==> src/rtl/fp_pkg.sv <==
// rtl/fp_pkg.sv - shared FP32 constants and accumulator state encoding
package fp_pkg;

  localparam int FP_WIDTH = 32;
  localparam logic [FP_WIDTH-1:0] FP_ZERO = 32'h0000_0000;
  localparam logic [FP_WIDTH-1:0] FP_ONE  = 32'h3F80_0000;
  localparam logic [FP_WIDTH-1:0] FP_QNAN = 32'h7FC0_0000;
  localparam logic [FP_WIDTH-1:0] FP_INF  = 32'h7F80_0000;

  typedef enum logic [1:0] {
    ACC_IDLE = 2'd0,
    ACC_RUN  = 2'd1,
    ACC_DONE = 2'd2
  } acc_state_t;

endpackage

==> src/rtl/floating_adder_sim.sv <==
// rtl/floating_adder_sim.sv - combinational FP32 adder, round-to-nearest-even
module floating_adder_sim
  import fp_pkg::*;
(
  input  logic [FP_WIDTH-1:0] a_i,
  input  logic [FP_WIDTH-1:0] b_i,
  output logic [FP_WIDTH-1:0] s_o
);

  logic        a_nan, b_nan, a_inf, b_inf;
  logic        sl, ss, st, rup;
  logic [7:0]  el, es, ef;
  logic [22:0] fl, fs;
  logic [8:0]  e_l, e_s, d, sh, en;
  logic [23:0] m_l, m_s;
  logic [26:0] aa, bx, bb, n;
  logic [27:0] sum28;
  logic [4:0]  lz;

  assign a_nan = (&a_i[30:23]) & (|a_i[22:0]);
  assign b_nan = (&b_i[30:23]) & (|b_i[22:0]);
  assign a_inf = (&a_i[30:23]) & ~(|a_i[22:0]);
  assign b_inf = (&b_i[30:23]) & ~(|b_i[22:0]);

  always_comb begin
    s_o   = FP_ZERO;
    sl    = a_i[31];
    el    = a_i[30:23];
    fl    = a_i[22:0];
    ss    = b_i[31];
    es    = b_i[30:23];
    fs    = b_i[22:0];
    e_l   = 9'd1;
    e_s   = 9'd1;
    m_l   = '0;
    m_s   = '0;
    d     = '0;
    aa    = '0;
    bx    = '0;
    bb    = '0;
    st    = 1'b0;
    sum28 = '0;
    n     = '0;
    lz    = '0;
    sh    = '0;
    en    = '0;
    ef    = '0;
    rup   = 1'b0;

    if (a_i[30:0] < b_i[30:0]) begin
      sl = b_i[31];
      el = b_i[30:23];
      fl = b_i[22:0];
      ss = a_i[31];
      es = a_i[30:23];
      fs = a_i[22:0];
    end

    if (a_nan || b_nan) begin
      s_o = FP_QNAN;
    end else if (a_inf && b_inf) begin
      s_o = (a_i[31] == b_i[31]) ? a_i : FP_QNAN;
    end else if (a_inf) begin
      s_o = a_i;
    end else if (b_inf) begin
      s_o = b_i;
    end else begin
      // Subnormals use exponent 1 with no hidden bit
      e_l = (el == 8'd0) ? 9'd1 : {1'b0, el};
      e_s = (es == 8'd0) ? 9'd1 : {1'b0, es};
      m_l = {el != 8'd0, fl};
      m_s = {es != 8'd0, fs};
      d   = e_l - e_s;
      aa  = {m_l, 3'b000};
      bx  = {m_s, 3'b000};
      if (d >= 9'd27) begin
        bb = '0;
        st = |bx;
      end else begin
        bb = bx >> d;
        st = |(bx & ((27'd1 << d) - 27'd1));
      end
      bb[0] = bb[0] | st;
      sum28 = (sl == ss) ? ({1'b0, aa} + {1'b0, bb}) : ({1'b0, aa} - {1'b0, bb});

      if (sum28 == 28'd0) begin
        s_o = {sl & ss, 31'd0};
      end else begin
        if (sum28[27]) begin
          n    = sum28[27:1];
          n[0] = sum28[1] | sum28[0];
          en   = e_l + 9'd1;
        end else begin
          for (int i = 0; i < 27; i++) begin
            if (sum28[i]) lz = 5'(26 - i);
          end
          // Never normalise below the minimum exponent: leaves a subnormal
          sh = ({4'd0, lz} < e_l) ? {4'd0, lz} : (e_l - 9'd1);
          n  = sum28[26:0] << sh;
          en = e_l - sh;
        end
        if (en >= 9'd255) begin
          s_o = {sl, FP_INF[30:0]};
        end else begin
          ef  = n[26] ? en[7:0] : 8'd0;
          rup = n[2] & (n[1] | n[0] | n[3]);
          s_o = {sl, {ef, n[25:3]} + {30'd0, rup}};
        end
      end
    end
  end

endmodule

==> src/rtl/fp_accumulator.sv <==
// rtl/fp_accumulator.sv - sums LEN FP32 products per window in arrival order
module fp_accumulator
  import fp_pkg::*;
#(
  parameter int WIDTH = 32,
  parameter int LEN   = 9
) (
  input  logic             clk_i,
  input  logic             rst_n_i,
  input  logic             clear_i,
  input  logic             valid_i,
  input  logic [WIDTH-1:0] data_i,
  output logic             ready_o,
  output logic [WIDTH-1:0] sum_o,
  output logic             valid_o,
  input  logic             ready_i,
  output logic             busy_o
);

  localparam int CNT_W = $clog2(LEN + 1);
  localparam logic [CNT_W-1:0] LAST = CNT_W'(LEN - 1);
  localparam acc_state_t FIRST_NEXT = (LEN == 1) ? ACC_DONE : ACC_RUN;

  acc_state_t       state;
  logic [WIDTH-1:0] acc;
  logic [WIDTH-1:0] add_s;
  logic [CNT_W-1:0] cnt;
  logic             accept;
  logic             out_fire;

  floating_adder_sim u_add (
    .a_i (acc),
    .b_i (data_i),
    .s_o (add_s)
  );

  assign ready_o  = rst_n_i & ((state != ACC_DONE) | ready_i);
  assign accept   = valid_i & ready_o;
  assign valid_o  = (state == ACC_DONE);
  assign out_fire = valid_o & ready_i;
  assign busy_o   = (state == ACC_RUN);
  assign sum_o    = acc;

  always_ff @(posedge clk_i) begin
    if (!rst_n_i || clear_i) begin
      state <= ACC_IDLE;
      acc   <= FP_ZERO;
      cnt   <= '0;
    end else begin
      case (state)
        ACC_IDLE: begin
          // First element is loaded rather than added so -0.0 is preserved
          if (accept) begin
            acc   <= data_i;
            cnt   <= CNT_W'(1);
            state <= FIRST_NEXT;
          end
        end
        ACC_RUN: begin
          if (accept) begin
            acc <= add_s;
            cnt <= cnt + CNT_W'(1);
            if (cnt == LAST) state <= ACC_DONE;
          end
        end
        ACC_DONE: begin
          if (out_fire) begin
            if (accept) begin
              acc   <= data_i;
              cnt   <= CNT_W'(1);
              state <= FIRST_NEXT;
            end else begin
              state <= ACC_IDLE;
            end
          end
        end
        default: state <= ACC_IDLE;
      endcase
    end
  end

endmodule

==> config.mk <==
export PLATFORM = sky130hd
export DESIGN_NAME = fp_accumulator
export DESIGN_NICKNAME = d
export VERILOG_FILES = /design/src/rtl/fp_pkg.sv /design/src/rtl/floating_adder_sim.sv /design/src/rtl/fp_accumulator.sv
export SDC_FILE = /design/constraint.sdc
export NUM_CORES = 1
export LEC_CHECK = 0
export ABC_AREA = 1
export BUFFER_PORTS_ARGS = -buffer_cell sky130_fd_sc_hd__clkbuf_2
export CORE_UTILIZATION = 55
export CTS_BUF_LIST = sky130_fd_sc_hd__clkbuf_16
export CTS_CLUSTER_DIAMETER = 80
export DETAILED_ROUTE_END_ITERATION = 6
export PLACE_DENSITY = 0.73
export SLEW_MARGIN = 40
export SYNTH_ARGS = -nofsm -noshare
export SYNTH_HDL_FRONTEND = slang
export SYNTH_SLANG_ARGS = --single-unit
export TNS_END_PERCENT = 30
==> constraint.sdc <==
create_clock -name clk_i -period 25.9 [get_ports clk_i]
set_input_delay 5.18 -clock clk_i [delete_from_list [all_inputs] [get_ports clk_i]]
set_output_delay 5.18 -clock clk_i [all_outputs]
set_load 0.02 [all_outputs]
==> results of run 1 <==
-- cell families (layout without fill, tap and decap cells) --
family	count (synthesis)	in the layout	share of synthesized area (%)
compound gates	385	385	17.5
xor+xnor	25	25	1.69
simple gates	1515	1515	51.8
fa+ha+maj	107	107	10.5
flops	38	38	5.88
buf+inv	408	420	12.7
-- final cells by class --
type,instances,area [sq um]
clock buffers,5,125
multi-input cells,2032,10500
well taps,313,392
repair buffers,91,513
clock inverters,3,16.3
flip-flops and latches,38,761
fillers,2432,9290
inverters,321,1200
-- critical path, delay by kind of cell --
family | cells | cell delay, ns
xor+xnor | 1 | 0.18
buf+inv | 19 | 2.70
compound gates | 24 | 5.39
fa+ha+maj | 6 | 1.95
simple gates | 41 | 5.81
-- state kept, by name, indices dropped and copies added (netlist names) --
register	count
sum_o	32
cnt	4
state	2
-- power groups by stage --
stage	Clock (mW)	Sequential, mW	Combinational, mW
after floorplan	0	0.0649	0.392
after global placement	0	0.0644	0.541
after detailed placement	0	0.0644	0.545
after CTS	0.0619	0.0631	0.547
after global routing	0.0642	0.0634	0.619
final	0.0618	0.0634	0.575
-- metrics by stage --
stage               cells  util [%]  power (mW)  hold slack, ns
floorplan            2478         -       0.456           0.455
global placement     2794      58.6       0.605           0.466
detailed placement   2795      58.7       0.609           0.469
CTS                  2803      59.3       0.672           0.478
global route         2803      59.4       0.747           0.518
finish               2803      59.4       0.700           0.487
-- placed cells by master (no fill, tap or decap), types with 10 or more instances in the layout --
cell / netlist / final
o211ai_1: 13 / 13
nand2_2: 21 / 21
inv_2: 27 / 27
clkbuf_2: 0 / 71
o21ai_0: 90 / 83
inv_1: 289 / 289
nand3_1: 376 / 376
nor4_1: 13 / 13
nor3_1: 31 / 31
o21ai_1: 22 / 29
a21oi_1: 173 / 173
nand4_1: 46 / 46
xor2_1: 17 / 16
nor2_2: 16 / 18
nor2_1: 211 / 209
buf_4: 7 / 19
ha_1: 104 / 104
nand2_1: 749 / 749
dfxtp_1: 38 / 38
o21ai_2: 10 / 10
a31oi_1: 13 / 13
-- per-layer routing --
layer / track usage [%] / vias up / part of all wire (%)
met4: 19.1 / 0 / 4.9
met3: 8.11 / 164 / 13
met5: 0 / - / 0
met1: 61.7 / 7757 / 42
met2: 63.1 / 1183 / 40
li1: - / 8236 / -
-- worst max-delay path by stage --
stage / startpoint / endpoint / slack [ns]
6_report: data_i[22] / sum_o[7] / 4.76
5_1_grt: data_i[22] / sum_o[7] / 3.33
4_1_cts: data_i[22] / sum_o[7] / 5.30
3_5_place_dp: data_i[22] / sum_o[7] / 5.08
3_3_place_gp: data_i[22] / sum_o[0] / 5.67
2_1_floorplan: data_i[26] / sum_o[7] / 8.81
==> run_results.csv, run 1 <==
group,metric,value,unit
outcome,status,"finished, violations left",
outcome,violations,"DRC",
floorplan,initial_core_util,56.6,%
cts,cts_hold_buf,0,
floorplan,ios,72,
worst_setup_path,critical_path_required,26.09,ns
route,drt-total-wl,53.9,mm
cts,htree_levels,2,
route,via_per_inst,6.19,
global_routing,antenna_found_initial,0,
timing,rsz0062_at_grt,"no",
synthesis,ys.warnings.count,0,
timing,fmax,47.3,MHz
synthesis,synth_fp_nets,2622,
route,drcViolationCount,10,
synthesis,synth_ff_type,"dfxtp_1",
worst_setup_path,slowest_delay,0.64,ns
route,drt-initial-drc-count,2626,
pwr,p_switching,0.446,mW
worst_setup_path,worstSetupPathType,"input port to register",
cts,cts_buffers,5,
pwr,seq_power_share,9.1,%
pwr,p_leak,7.11,nW
synthesis,synth_common_cells,"749 x nand2_1, 376 x nand3_1, 289 x inv_1, 211 x nor2_1, 173 x a21oi_1",
worst_setup_path,r2r_cells,89,
hold_path,holdCritPathClass,"register to register",
cts,ctsResizeCount,0,
worst_setup_path,r2r-start,"sum_o[22]",
job,cap_viol_max_count,0,
timing,drv_slew,0,
pwr,p_int,0.254,mW
hold_path,worstHoldStart,"state[1]",
synthesis,ys_async_sr_fraction,0,%
placement,placed_area,13400,sq um
cts,clk_pin_slew_worst_paths,0.06,ns
global_routing,grt_pass1_wl,82.3,mm
worst_setup_path,crit_top_cell,"nand2_1",
route,ant_nets,0,
pwr,pwr-share-clk,8.8,%
worst_setup_path,critPathSlowestCell,"buf_4",
timing,setup_viol,0,
synthesis,synth_edf_count,0,
floorplan,die_area,24100,sq um
synthesis,synth.most_common_cell,"nand2_1",
worst_setup_path,critPathLaunchType,"input port",
worst_setup_path,crit_fanout,85,
worst_setup_path,endpoint_kind,"register",
route,dr_total_vias,17340,
placement,preCtsSetupSlack,5.08,ns
synthesis,ys_seq_elements,38,
synthesis,synth.distinct_cells,63,
pwr,swShare,63.7,%
timing,setup_tns,0,ns
cts,clock-sinks,38,
cts,postCtsSetupBuffers,0,
timing,setup_ws,4.76,ns
timing,finalCritPeriodShare,81.6,%
global_routing,overflow,0,
timing,tightest_slew,0.910,ns
route,wl_per_cell,19.2,um
floorplan,core_area,22800,sq um
placement,hpwl,44.3,mm
timing,period_needed,21.14,ns
pwr,cellPowerDensity,51.6,nW/um^2
worst_setup_path,timing.rr.end,"sum_o[7]",
layout,layout-drive-gt1-share,8.96,%
cts,cts_buffer_depth,2,
layout,area_growth,4.81,%
worst_setup_path,reg2reg_setup_slack,9.41,ns
layout,antennaDiodeCount,0,
synthesis,ys_seq_area_share,5.88,%
floorplan,die_w,155,um
global_routing,grt_max_degree,86,
layout,fin_area,13600,sq um
pwr,vdd_drop_max,0.0000458,V
synthesis,synth_area,12900,sq um
synthesis,synth.area.top_cells,"nand2_1 22%, nand3_1 15%, ha_1 10%",
cts,insertion_delay,0.29,ns
timing,hold_viol_final,0,
global_routing,gr-usage-all-layers,43.5,%
pwr,pwr-share-comb,82.1,%
route,firstDrtPassIters,7,
synthesis,synth_top_area_share,21.7,%
worst_setup_path,cp.arrival,21.33,ns
synthesis,syn_inst,2478,
floorplan,rows,55,
timing,fin_worst_skew,0.0107,ns
synthesis,synth_top_area_cell,"nand2_1",
cts,cts-root-buf,"clkbuf_16",
placement,gp_congestion,1.06,
cts,cts_tree,"done",
synthesis,syn_area_per_cell,5.22,sq um
placement,io_buffers,71,
floorplan,die_h,155,um
hold_path,worstHoldPathCells,2,
global_routing,grt_pass1_vias,14902,
timing,slew_headroom,38.7,%
hold_path,min_delay_worst_endpoint,"state[1]",
layout,layout.nets,2633,
No activity file was read; power rests on OpenSTA's default activity.
==> run 2: changes to the inputs <==
==> constraint.sdc (replaced) <==
create_clock -name clk_i -period 20.6 [get_ports clk_i]
set_input_delay 4.12 -clock clk_i [delete_from_list [all_inputs] [get_ports clk_i]]
set_output_delay 4.12 -clock clk_i [all_outputs]
set_load 0.02 [all_outputs]
==> run_results.csv, run 2 (synthesis gave the netlist of run 1 again) <==
group,metric,value,unit
worst_setup_path,timing.rr.end,"sum_o[7]",
pwr,cellPowerDensity,65.5,nW/um^2
global_routing,gr-usage-all-layers,43.2,%
timing,hold_viol_final,0,
floorplan,core_area,22800,sq um
timing,period_needed,19.27,ns
placement,hpwl,43.9,mm
global_routing,grt_pass1_vias,15248,
timing,slew_headroom,32.2,%
worst_setup_path,crit_top_cell,"nand2_1",
cts,ctsResizeCount,0,
worst_setup_path,cp.arrival,19.47,ns
route,drt-total-wl,54.0,mm
timing,drv_slew,0,
worst_setup_path,r2r-start,"sum_o[14]",
route,drcViolationCount,7,
route,ant_nets,0,
outcome,violations,"DRC",
worst_setup_path,worstSetupPathType,"input port to register",
cts,cts_hold_buf,0,
route,drt-initial-drc-count,2396,
layout,layout-drive-gt1-share,9.04,%
hold_path,worstHoldPathCells,2,
layout,layout.nets,2632,
hold_path,worstHoldStart,"cnt[1]",
worst_setup_path,critPathLaunchType,"input port",
timing,tightest_slew,1.01,ns
worst_setup_path,critPathSlowestCell,"nor4_1",
global_routing,use_met3,5.71,%
worst_setup_path,r2r_cells,87,
cts,clk_pin_slew_worst_paths,0.07,ns
worst_setup_path,critical_path_buf_inv_count,14,
cts,clock-sinks,38,
job,cap_viol_max_count,0,
placement,io_buffers,71,
layout,post-route-util,59.6,%
route,via_per_inst,6.18,
global_routing,antenna_found_initial,1,
global_routing,overflow,0,
pwr,p_leak,7.13,nW
pwr,p_int,0.345,mW
layout,antennaDiodeCount,0,
global_routing,met1_usage,57.4,%
placement,gp_congestion,1.11,
hold_path,min_delay_worst_endpoint,"cnt[1]",
timing,setup_viol,0,
timing,setup_tns,0,ns
pwr,p_switching,0.548,mW
pwr,swShare,61.4,%
floorplan,die_h,155,um
layout,area_growth,5.28,%
layout,layout.cells.most_common_list,"749 x nand2_1, 376 x nand3_1, 288 x inv_1, 209 x nor2_1, 172 x a21oi_1",
route,firstDrtPassIters,7,
floorplan,initial_core_util,56.6,%
timing,whs,0.488,ns
pwr,finalPower,0.892,mW
timing,setup_ws,1.33,ns
floorplan,ios,72,
layout,layout_commonest_cell,"nand2_1",
cts,postCtsSetupBuffers,0,
timing,fmax,51.9,MHz
cts,cts_buffer_depth,2,
global_routing,grt-busiest-layer,"met2",
timing,fin_worst_skew,0.0103,ns
hold_path,holdCritPathClass,"register to register",
pwr,vdd_drop_max,0.0000414,V
worst_setup_path,reg2reg_setup_slack,4.95,ns
route,dr_total_vias,17327,
outcome,status,"finished, violations left",
worst_setup_path,critical_path_required,20.80,ns
timing,finalCritPeriodShare,93.5,%
cts,cts-root-buf,"clkbuf_16",
worst_setup_path,crit_fanout,32,
route,wl_per_cell,19.3,um
floorplan,die_area,24100,sq um
global_routing,met2_usage,68.8,%
cts,cts_buffers,5,
placement,preCtsSetupSlack,0.961,ns
cts,insertion_delay,0.30,ns
floorplan,die_w,155,um
worst_setup_path,endpoint_kind,"register",
floorplan,rows,55,
worst_setup_path,crit_family,"simple AND/OR/NAND/NOR gates",
pwr,seq_power_share,8.9,%
global_routing,grt_pass1_wl,81.9,mm
cts,htree_levels,2,
global_routing,grt_max_degree,81,
pwr,pwr-share-comb,79.4,%
worst_setup_path,slowest_delay,0.59,ns
cts,cts_tree,"done",
layout,largest_register_ffs,32,
pwr,pwr-share-clk,11.6,%
## run 2: worst max path at each step
stage,end,depth (start not counted),start
floorplan,sum_o[7],93,data_i[26]
global placement,sum_o[7],86,data_i[22]
detailed placement,sum_o[7],89,data_i[22]
CTS,sum_o[7],89,data_i[22]
global route,sum_o[7],88,data_i[14]
finish,sum_o[7],89,data_i[22]
## run 2: stage by stage
| stage | cells | area, sq um |
|---|---|---|
| 2_1_floorplan | 2478 | 12900 |
| 4_1_cts | 2801 | 13600 |
| 3_3_place_gp | 2791 | 13400 |
| 5_1_grt | 2802 | 13600 |
| 6_report | 2802 | 13600 |
| 3_5_place_dp | 2793 | 13400 |
## run 2: cell type report
| class | count | area [sq um] |
|---|---|---|
| clock buffers | 5 | 125 |
| clock inverters | 3 | 63.8 |
| fillers | 2469 | 9230 |
| inverters | 321 | 1200 |
| multi-input cells | 2033 | 10600 |
| flip-flops and latches | 38 | 761 |
| well taps | 313 | 392 |
| repair buffers | 89 | 498 |
## run 2: power by group through the flow
stage / Sequential, mW / Combinational [mW] / Clock, mW
after global placement: 0.0808 / 0.668 / 0
final: 0.0795 / 0.709 / 0.104
after CTS: 0.0793 / 0.679 / 0.102
after floorplan: 0.0816 / 0.492 / 0
after global routing: 0.0796 / 0.770 / 0.104
after detailed placement: 0.0809 / 0.676 / 0
## run 2: tightest hold or removal path, delay by kind of cell (launching register included)
kind | cells | cell delay, ns
AO/OA/AOI/OAI | 1 | 0.05
AND/OR/NAND/NOR | 1 | 0.07
flip-flops | 1 | 0.33
## run 2: metal layers
metal,vias up,wire [um]
li1,8227,-
met5,-,13
met4,2,2810
met2,1168,22900
met1,7735,21600
met3,195,6590
